**src/rtl/sender_rsa.sv**
```systemverilog
// OT sender: masks two messages with RSA-derived keys k_i = (v - x_i)^d mod N using one shared exponentiator.
// Define SENDER_RSA_HOLD_RESULT_EN to keep mod_res0/mod_res1 valid after DONE instead of zeroing them.

module RL_binary (
  input  logic        clk,
  input  logic        rstn,
  input  logic        md_start,
  input  logic [31:0] base,
  input  logic [31:0] exp,
  input  logic [31:0] modulus,
  output logic [31:0] r,
  output logic        md_end
);

  typedef enum logic [1:0] {MD_IDLE, MD_RUN, MD_END} md_state_t;

  md_state_t   state, state_nxt;
  logic [31:0] b_q, e_q, n_q, acc_r, acc_b, step_r, step_b;
  logic [4:0]  cnt;
  logic        accept, last_bit;

  // One bit of an interleaved modular multiply: acc = 2*acc (+a) mod n, with acc, a < n.
  function automatic logic [31:0] mul_step(input logic [31:0] acc, input logic [31:0] a,
                                           input logic mbit, input logic [31:0] n);
    logic [33:0] t;
    t = {1'b0, acc, 1'b0};
    if (t >= {2'b00, n}) t = t - {2'b00, n};
    if (mbit) t = t + {2'b00, a};
    if (t >= {2'b00, n}) t = t - {2'b00, n};
    return t[31:0];
  endfunction

  // Result multiply and base squaring share the multiplier bits of the current base.
  assign step_r   = mul_step(acc_r, r, b_q[cnt], n_q);
  assign step_b   = mul_step(acc_b, b_q, b_q[cnt], n_q);
  assign accept   = md_start && (state != MD_RUN);
  assign last_bit = (cnt == 5'd0) && (e_q[31:1] == 31'd0);
  assign md_end   = (state == MD_END);

  always_comb begin
    state_nxt = state;
    case (state)
      MD_IDLE, MD_END: begin
        if (md_start) state_nxt = (exp == 32'd0) ? MD_END : MD_RUN;
        else          state_nxt = MD_IDLE;
      end
      MD_RUN:  if (last_bit) state_nxt = MD_END;
      default: state_nxt = MD_IDLE;
    endcase
  end

  always_ff @(posedge clk or negedge rstn) begin
    if (!rstn) state <= MD_IDLE;
    else       state <= state_nxt;
  end

  always_ff @(posedge clk or negedge rstn) begin
    if (!rstn) begin
      b_q   <= '0;
      e_q   <= '0;
      n_q   <= '0;
      r     <= '0;
      acc_r <= '0;
      acc_b <= '0;
      cnt   <= '0;
    end else if (accept) begin
      b_q   <= base;
      e_q   <= exp;
      n_q   <= modulus;
      r     <= (modulus == 32'd1) ? 32'd0 : 32'd1;
      acc_r <= '0;
      acc_b <= '0;
      cnt   <= 5'd31;
    end else if (state == MD_RUN) begin
      if (cnt == 5'd0) begin
        if (e_q[0]) r <= step_r;
        b_q   <= step_b;
        e_q   <= e_q >> 1;
        acc_r <= '0;
        acc_b <= '0;
        cnt   <= 5'd31;
      end else begin
        acc_r <= step_r;
        acc_b <= step_b;
        cnt   <= cnt - 5'd1;
      end
    end
  end

endmodule

module sender_rsa (
  input  logic        clk,
  input  logic        rstn,
  input  logic        gen,
  input  logic [31:0] v_in,
  input  logic [31:0] rand0,
  input  logic [31:0] rand1,
  input  logic [31:0] N,
  input  logic [31:0] priv_key,
  input  logic [31:0] msg0,
  input  logic [31:0] msg1,
  output logic [31:0] mod_res0,
  output logic [31:0] mod_res1,
  output logic        gen_end
);

  typedef enum logic [2:0] {IDLE, SUB, EXP0, EXP1, ADD, DONE} state_t;

  state_t      state, state_nxt;
  logic [31:0] v_q, x0_q, x1_q, n_q, d_q, m0_q, m1_q, k0_q, k1_q, res0_q, res1_q;
  logic [31:0] d0, d1, md_base, md_r;
  logic        md_start, md_end;

  function automatic logic [31:0] sub_mod(input logic [31:0] a, input logic [31:0] b,
                                          input logic [31:0] n);
    logic [32:0] t;
    if (a >= b) t = {1'b0, a} - {1'b0, b};
    else        t = {1'b0, a} + {1'b0, n} - {1'b0, b};
    return t[31:0];
  endfunction

  function automatic logic [31:0] add_mod(input logic [31:0] a, input logic [31:0] b,
                                          input logic [31:0] n);
    logic [32:0] s;
    s = {1'b0, a} + {1'b0, b};
    if (s >= {1'b0, n}) s = s - {1'b0, n};
    return s[31:0];
  endfunction

  assign d0 = sub_mod(v_q, x0_q, n_q);
  assign d1 = sub_mod(v_q, x1_q, n_q);

  RL_binary u_exp (
    .clk      (clk),
    .rstn     (rstn),
    .md_start (md_start),
    .base     (md_base),
    .exp      (d_q),
    .modulus  (n_q),
    .r        (md_r),
    .md_end   (md_end)
  );

  always_comb begin
    state_nxt = state;
    md_start  = 1'b0;
    md_base   = d1;
    gen_end   = 1'b0;
    case (state)
      IDLE: if (gen) state_nxt = SUB;
      SUB: begin
        md_start  = 1'b1;
        md_base   = d0;
        state_nxt = EXP0;
      end
      EXP0: begin
        if (md_end) begin
          md_start  = 1'b1;
          state_nxt = EXP1;
        end
      end
      EXP1: if (md_end) state_nxt = ADD;
      ADD:  state_nxt = DONE;
      DONE: begin
        gen_end   = 1'b1;
        state_nxt = IDLE;
      end
      default: state_nxt = IDLE;
    endcase
  end

  always_ff @(posedge clk or negedge rstn) begin
    if (!rstn) state <= IDLE;
    else       state <= state_nxt;
  end

  // Results are cleared on every accepted gen so a held output never shows a stale round.
  always_ff @(posedge clk or negedge rstn) begin
    if (!rstn) begin
      v_q    <= '0;
      x0_q   <= '0;
      x1_q   <= '0;
      n_q    <= '0;
      d_q    <= '0;
      m0_q   <= '0;
      m1_q   <= '0;
      k0_q   <= '0;
      k1_q   <= '0;
      res0_q <= '0;
      res1_q <= '0;
    end else begin
      if (state == IDLE && gen) begin
        v_q    <= v_in;
        x0_q   <= rand0;
        x1_q   <= rand1;
        n_q    <= N;
        d_q    <= priv_key;
        m0_q   <= msg0;
        m1_q   <= msg1;
        res0_q <= '0;
        res1_q <= '0;
      end
      if (state == EXP0 && md_end) k0_q <= md_r;
      if (state == EXP1 && md_end) k1_q <= md_r;
      if (state == ADD) begin
        res0_q <= add_mod(m0_q, k0_q, n_q);
        res1_q <= add_mod(m1_q, k1_q, n_q);
      end
    end
  end

`ifdef SENDER_RSA_HOLD_RESULT_EN
  assign mod_res0 = res0_q;
  assign mod_res1 = res1_q;
`else
  assign mod_res0 = (state == DONE) ? res0_q : 32'd0;
  assign mod_res1 = (state == DONE) ? res1_q : 32'd0;
`endif

endmodule

```
**config.mk**
```make
export PLATFORM = sky130hd
export DESIGN_NAME = sender_rsa
export DESIGN_NICKNAME = d
export VERILOG_FILES = /design/src/rtl/sender_rsa.sv
export SDC_FILE = /design/constraint.sdc
export NUM_CORES = 2
export LEC_CHECK = 0
export BUFFER_PORTS_ARGS = -buffer_cell sky130_fd_sc_hd__buf_4
export CORE_MARGIN = 2
export CORE_UTILIZATION = 41
export DETAILED_ROUTE_END_ITERATION = 10
export HOLD_SLACK_MARGIN = 0.02
export PLACE_DENSITY_LB_ADDON = 0.08
export SKIP_LAST_GASP = 1
export SLEW_MARGIN = 0
export SYNTH_ARGS = -nofsm -noshare
export SYNTH_HDL_FRONTEND = slang
export SYNTH_SLANG_ARGS = --single-unit
```
**constraint.sdc**
```tcl
create_clock -name clk -period 11.5 [get_ports clk]
set_clock_uncertainty 0.2 [all_clocks]
set_input_delay 0 -clock clk [delete_from_list [all_inputs] [get_ports clk]]
set_output_delay 0 -clock clk [all_outputs]
set_load 0.1 [all_outputs]
```
==> results by group <==
Pwr
  • Leak: roughly 30 nW
  • Maximum vdd ir drop: ~0.35 mV
  • Pwr Density: roughly 300 mW/mm^2
  • Design Power: about 0.019 W

Setup path
  • Required @ worst endpoint: around 12000 ps
  • Crit Path Class: register to register
  • Crit path DAT: 10670 ps
  • CP startpoint kind: register
  • Critical-path top delay cell: o41ai_1
  • Max stage delay on crit path: between 700 and 800 ps
  • Crit path max fanout: 35
  • Cell mode on critical path: o21ai_0
  • Critical Path End Type: register

STA
  • Slew @ Worst Pin: 1163 ps
  • Fmax: 96.87 MHz
  • Fin. Hold Viols: 0
  • RSZ-0062 raised after global routing: false
  • Tmin final: 10320 ps
  • Fin. max-slew vios: 0
  • # setup viols final: 0
  • Final WS setup: 1176 ps
  • TNS Setup: 0 ps
  • Worst relative slew slack: 0.2226
  • Final period util: 0.8977

Place
  • Port Buffers: 291
  • Final GP Congestion: 0.9632
  • Dpl ws: 1379 ps
  • Dpl hpwl: 144200 um

Drt
  • Detailed-route wire length per cell: 23.43 um
  • TritonRoute pass-1 iters: 8
  • Starting DRT DRC Count: roughly 4600
  • DRC: 0
  • Via count: 47830
  • Final ANT Viol Nets: 0
  • Via/cell ratio: roughly 5.8
  • DRT Wirelength: 193000 um

Clocking
  • CTS tree: built
  • Hold Buf Count CTS: 582
  • CTS resizes: 0
  • Root Buffer: clkbuf_16
  • Worst-path clk slew: ~60 ps
  • Sink Count: around 550
  • # Post-CTS Setup Buffers: 0
  • Number of buffers created by CTS: 70
  • Worst-Skew Late Latency: 710 ps
  • Maximum clock path buffer count: 3
  • Htree depth: 3

Die
  • Core ar.: about 0.12 mm^2
  • Die height: 346.2 um
  • Die X: 346.2 um
  • Initial core utilization: 0.4132
  • Site row count: 125
  • # IOs: 292
  • Die area: 0.1199 mm^2

Yosys
  • Synth area leaders: dfrtp_1 (29%), ha_1 (12%), nand2_1 (8.0%)
  • Synth warn: 0
  • Synth cell count leaders: nand2_1 (1019), dfrtp_1 (554), o21ai_0 (531)
  • Mapped Nets: 6604
  • Mapped Cells: 5884
  • Leading area contributor after synthesis: dfrtp_1
  • Yosys reg bits: 554
  • Syn_area_per_cell: 8.161 um^2
  • Share of the synthesized area in the top cell type: 0.2887
  • Cell variety after synth: 94
  • Top FF cell, synth: dfrtp_1
  • EDFF count, synth: 0
  • Async SR Flop Fraction: 1.000
  • Netlist Area Pre-Place: 0.04802 mm^2
  • Most numerous cell in the Yosys netlist: nand2_1
  • Post-synthesis sequential area ratio: 0.2887

Global route
  • Initial antenna violation count: 13
  • Total global routing overflow: 0
  • Met2 global-route usage: 0.4880
  • Number of global-route vias before repair: 45900
  • Largest net degree at the start of global routing: 175
  • First-pass GRT wire length: between 200000 and 300000 um
  • All-layer global routing usage: 0.3142
  • Gr busiest metal: met2
  • Grt met3 use: 0.04442
  • Met1 usage: 0.4561

Flow run
  • Max cap viols: 0

Run status
  • Status: finished, final reports clean

Layout
  • Multi-input gate area: 0.03234 mm^2
  • Layout cells sized above 1: 0.08997
  • Fillcell total: 10890
  • P&R area growth vs syn: 25.06%
  • Reg area: 0.01386 mm^2
  • Nets: about 7400

Worst hold path
  • Worst Hold Class: input pin to register
-- per-layer routing --
metal	share of wire	wire length (um)
met1	0.47	89770
met2	0.44	84330
met3	0.071	13640
met4	0.027	5280
met5	0	0
-- cell families (layout without fill, tap and decap cells) --
logic type,after synthesis,in the layout,share of synthesized area
other,0,2,0
and+or+nand+nor,1936,1936,0.1810
DFF,554,554,0.2887
xor gates and xnor gates,406,406,0.07405
AOI/OAI and AO/OA,1790,1790,0.2368
adders and majority gates,493,493,0.1308
muxes,208,208,0.04844
buffers and inverters,497,1326,0.04020
-- area by class of cell --
cell class | instances | share of cell area
multi-input cells | 4833 | 0.5386
clock inverters | 30 | 0.008563
diodes | 2 | 0.00008334
repair buffers | 921 | 0.1400
well taps | 1524 | 0.03175
clock buffers | 94 | 0.03267
flip-flops and latches | 554 | 0.2308
inverters | 281 | 0.01756
-- report_power, final --
part	switching (W)	total, W	internal (W)	leakage (nW)
Clock	0.00102	0.00241	0.00140	1.19
Combinational	0.00782	0.0134	0.00554	21.5
Sequential	0.000433	0.00279	0.00236	6.65
-- placed cells by master, fill, tap and decap left out, drive strengths merged, types with 16 or more instances in the layout --
master | synthesis | final
or3 | 20 | 20
nor4 | 33 | 33
nand4 | 61 | 61
mux2i | 122 | 122
and2 | 94 | 94
o21bai | 56 | 56
mux2 | 76 | 76
clkbuf | 177 | 95
nand3 | 89 | 89
xor2 | 132 | 132
a22o | 29 | 29
a31oi | 50 | 50
nand2 | 1019 | 1019
inv | 281 | 282
xnor2 | 274 | 274
a21oi | 432 | 432
a211oi | 65 | 65
nor3 | 77 | 77
dlygate4sd3 | 0 | 581
a21o | 224 | 224
o21ai | 550 | 550
o21a | 65 | 65
a2111oi | 18 | 18
nor2b | 57 | 57
o31ai | 31 | 31
a222oi | 31 | 31
and3 | 44 | 44
a21boi | 18 | 18
nand2b | 54 | 54
clkinv | 0 | 16
ha | 478 | 478
nor2 | 322 | 322
dfrtp | 554 | 554
o211ai | 40 | 40
buf | 39 | 339
o31a | 19 | 19
-- worst paths after layout --
path | startpoint | endpoint | slack, ps | depth (start not counted)
worst max-delay path | u_exp.n_q[0] | u_exp.acc_r[24] | 1180 | 31
max in group asynchronous | rstn | u_exp.acc_r[19] | 9030 | 5
worst min register to register | res1_q[18] | res1_q[18] | 270 | 2
worst min-delay path | v_in[0] | v_q[0] | 140 | 4
min in group asynchronous | rstn | u_exp.e_q[20] | 310 | 4
worst max register to register | u_exp.n_q[0] | u_exp.acc_r[24] | 1180 | 31
-- worst max-delay path: cells and delay by family (launching register included) --
family,cells,cell delay (ps)
adders and majority gates,3,1290
and+or+nand+nor,4,600
xor gates and xnor gates,1,200
DFF,1,420
muxes,1,400
AOI/OAI and AO/OA,20,6370
buffers and inverters,2,700
-- through the flow --
| step | cell area, um^2 | hold slack [ps] | utilization | cells |
|---|---|---|---|---|
| CTS | 60050 | 66.56 | 0.5167 | 8236 |
| detailed placement | 51730 | -154.8 | 0.4451 | 7530 |
| floorplan | 48020 | -495.6 | - | 5884 |
| global route | 60050 | 131.6 | 0.5168 | 8237 |
| finish | 60060 | 143.8 | 0.5168 | 8239 |
| global placement | 51730 | -149.8 | 0.4451 | 7530 |
Power figures use the tool's default switching activity.
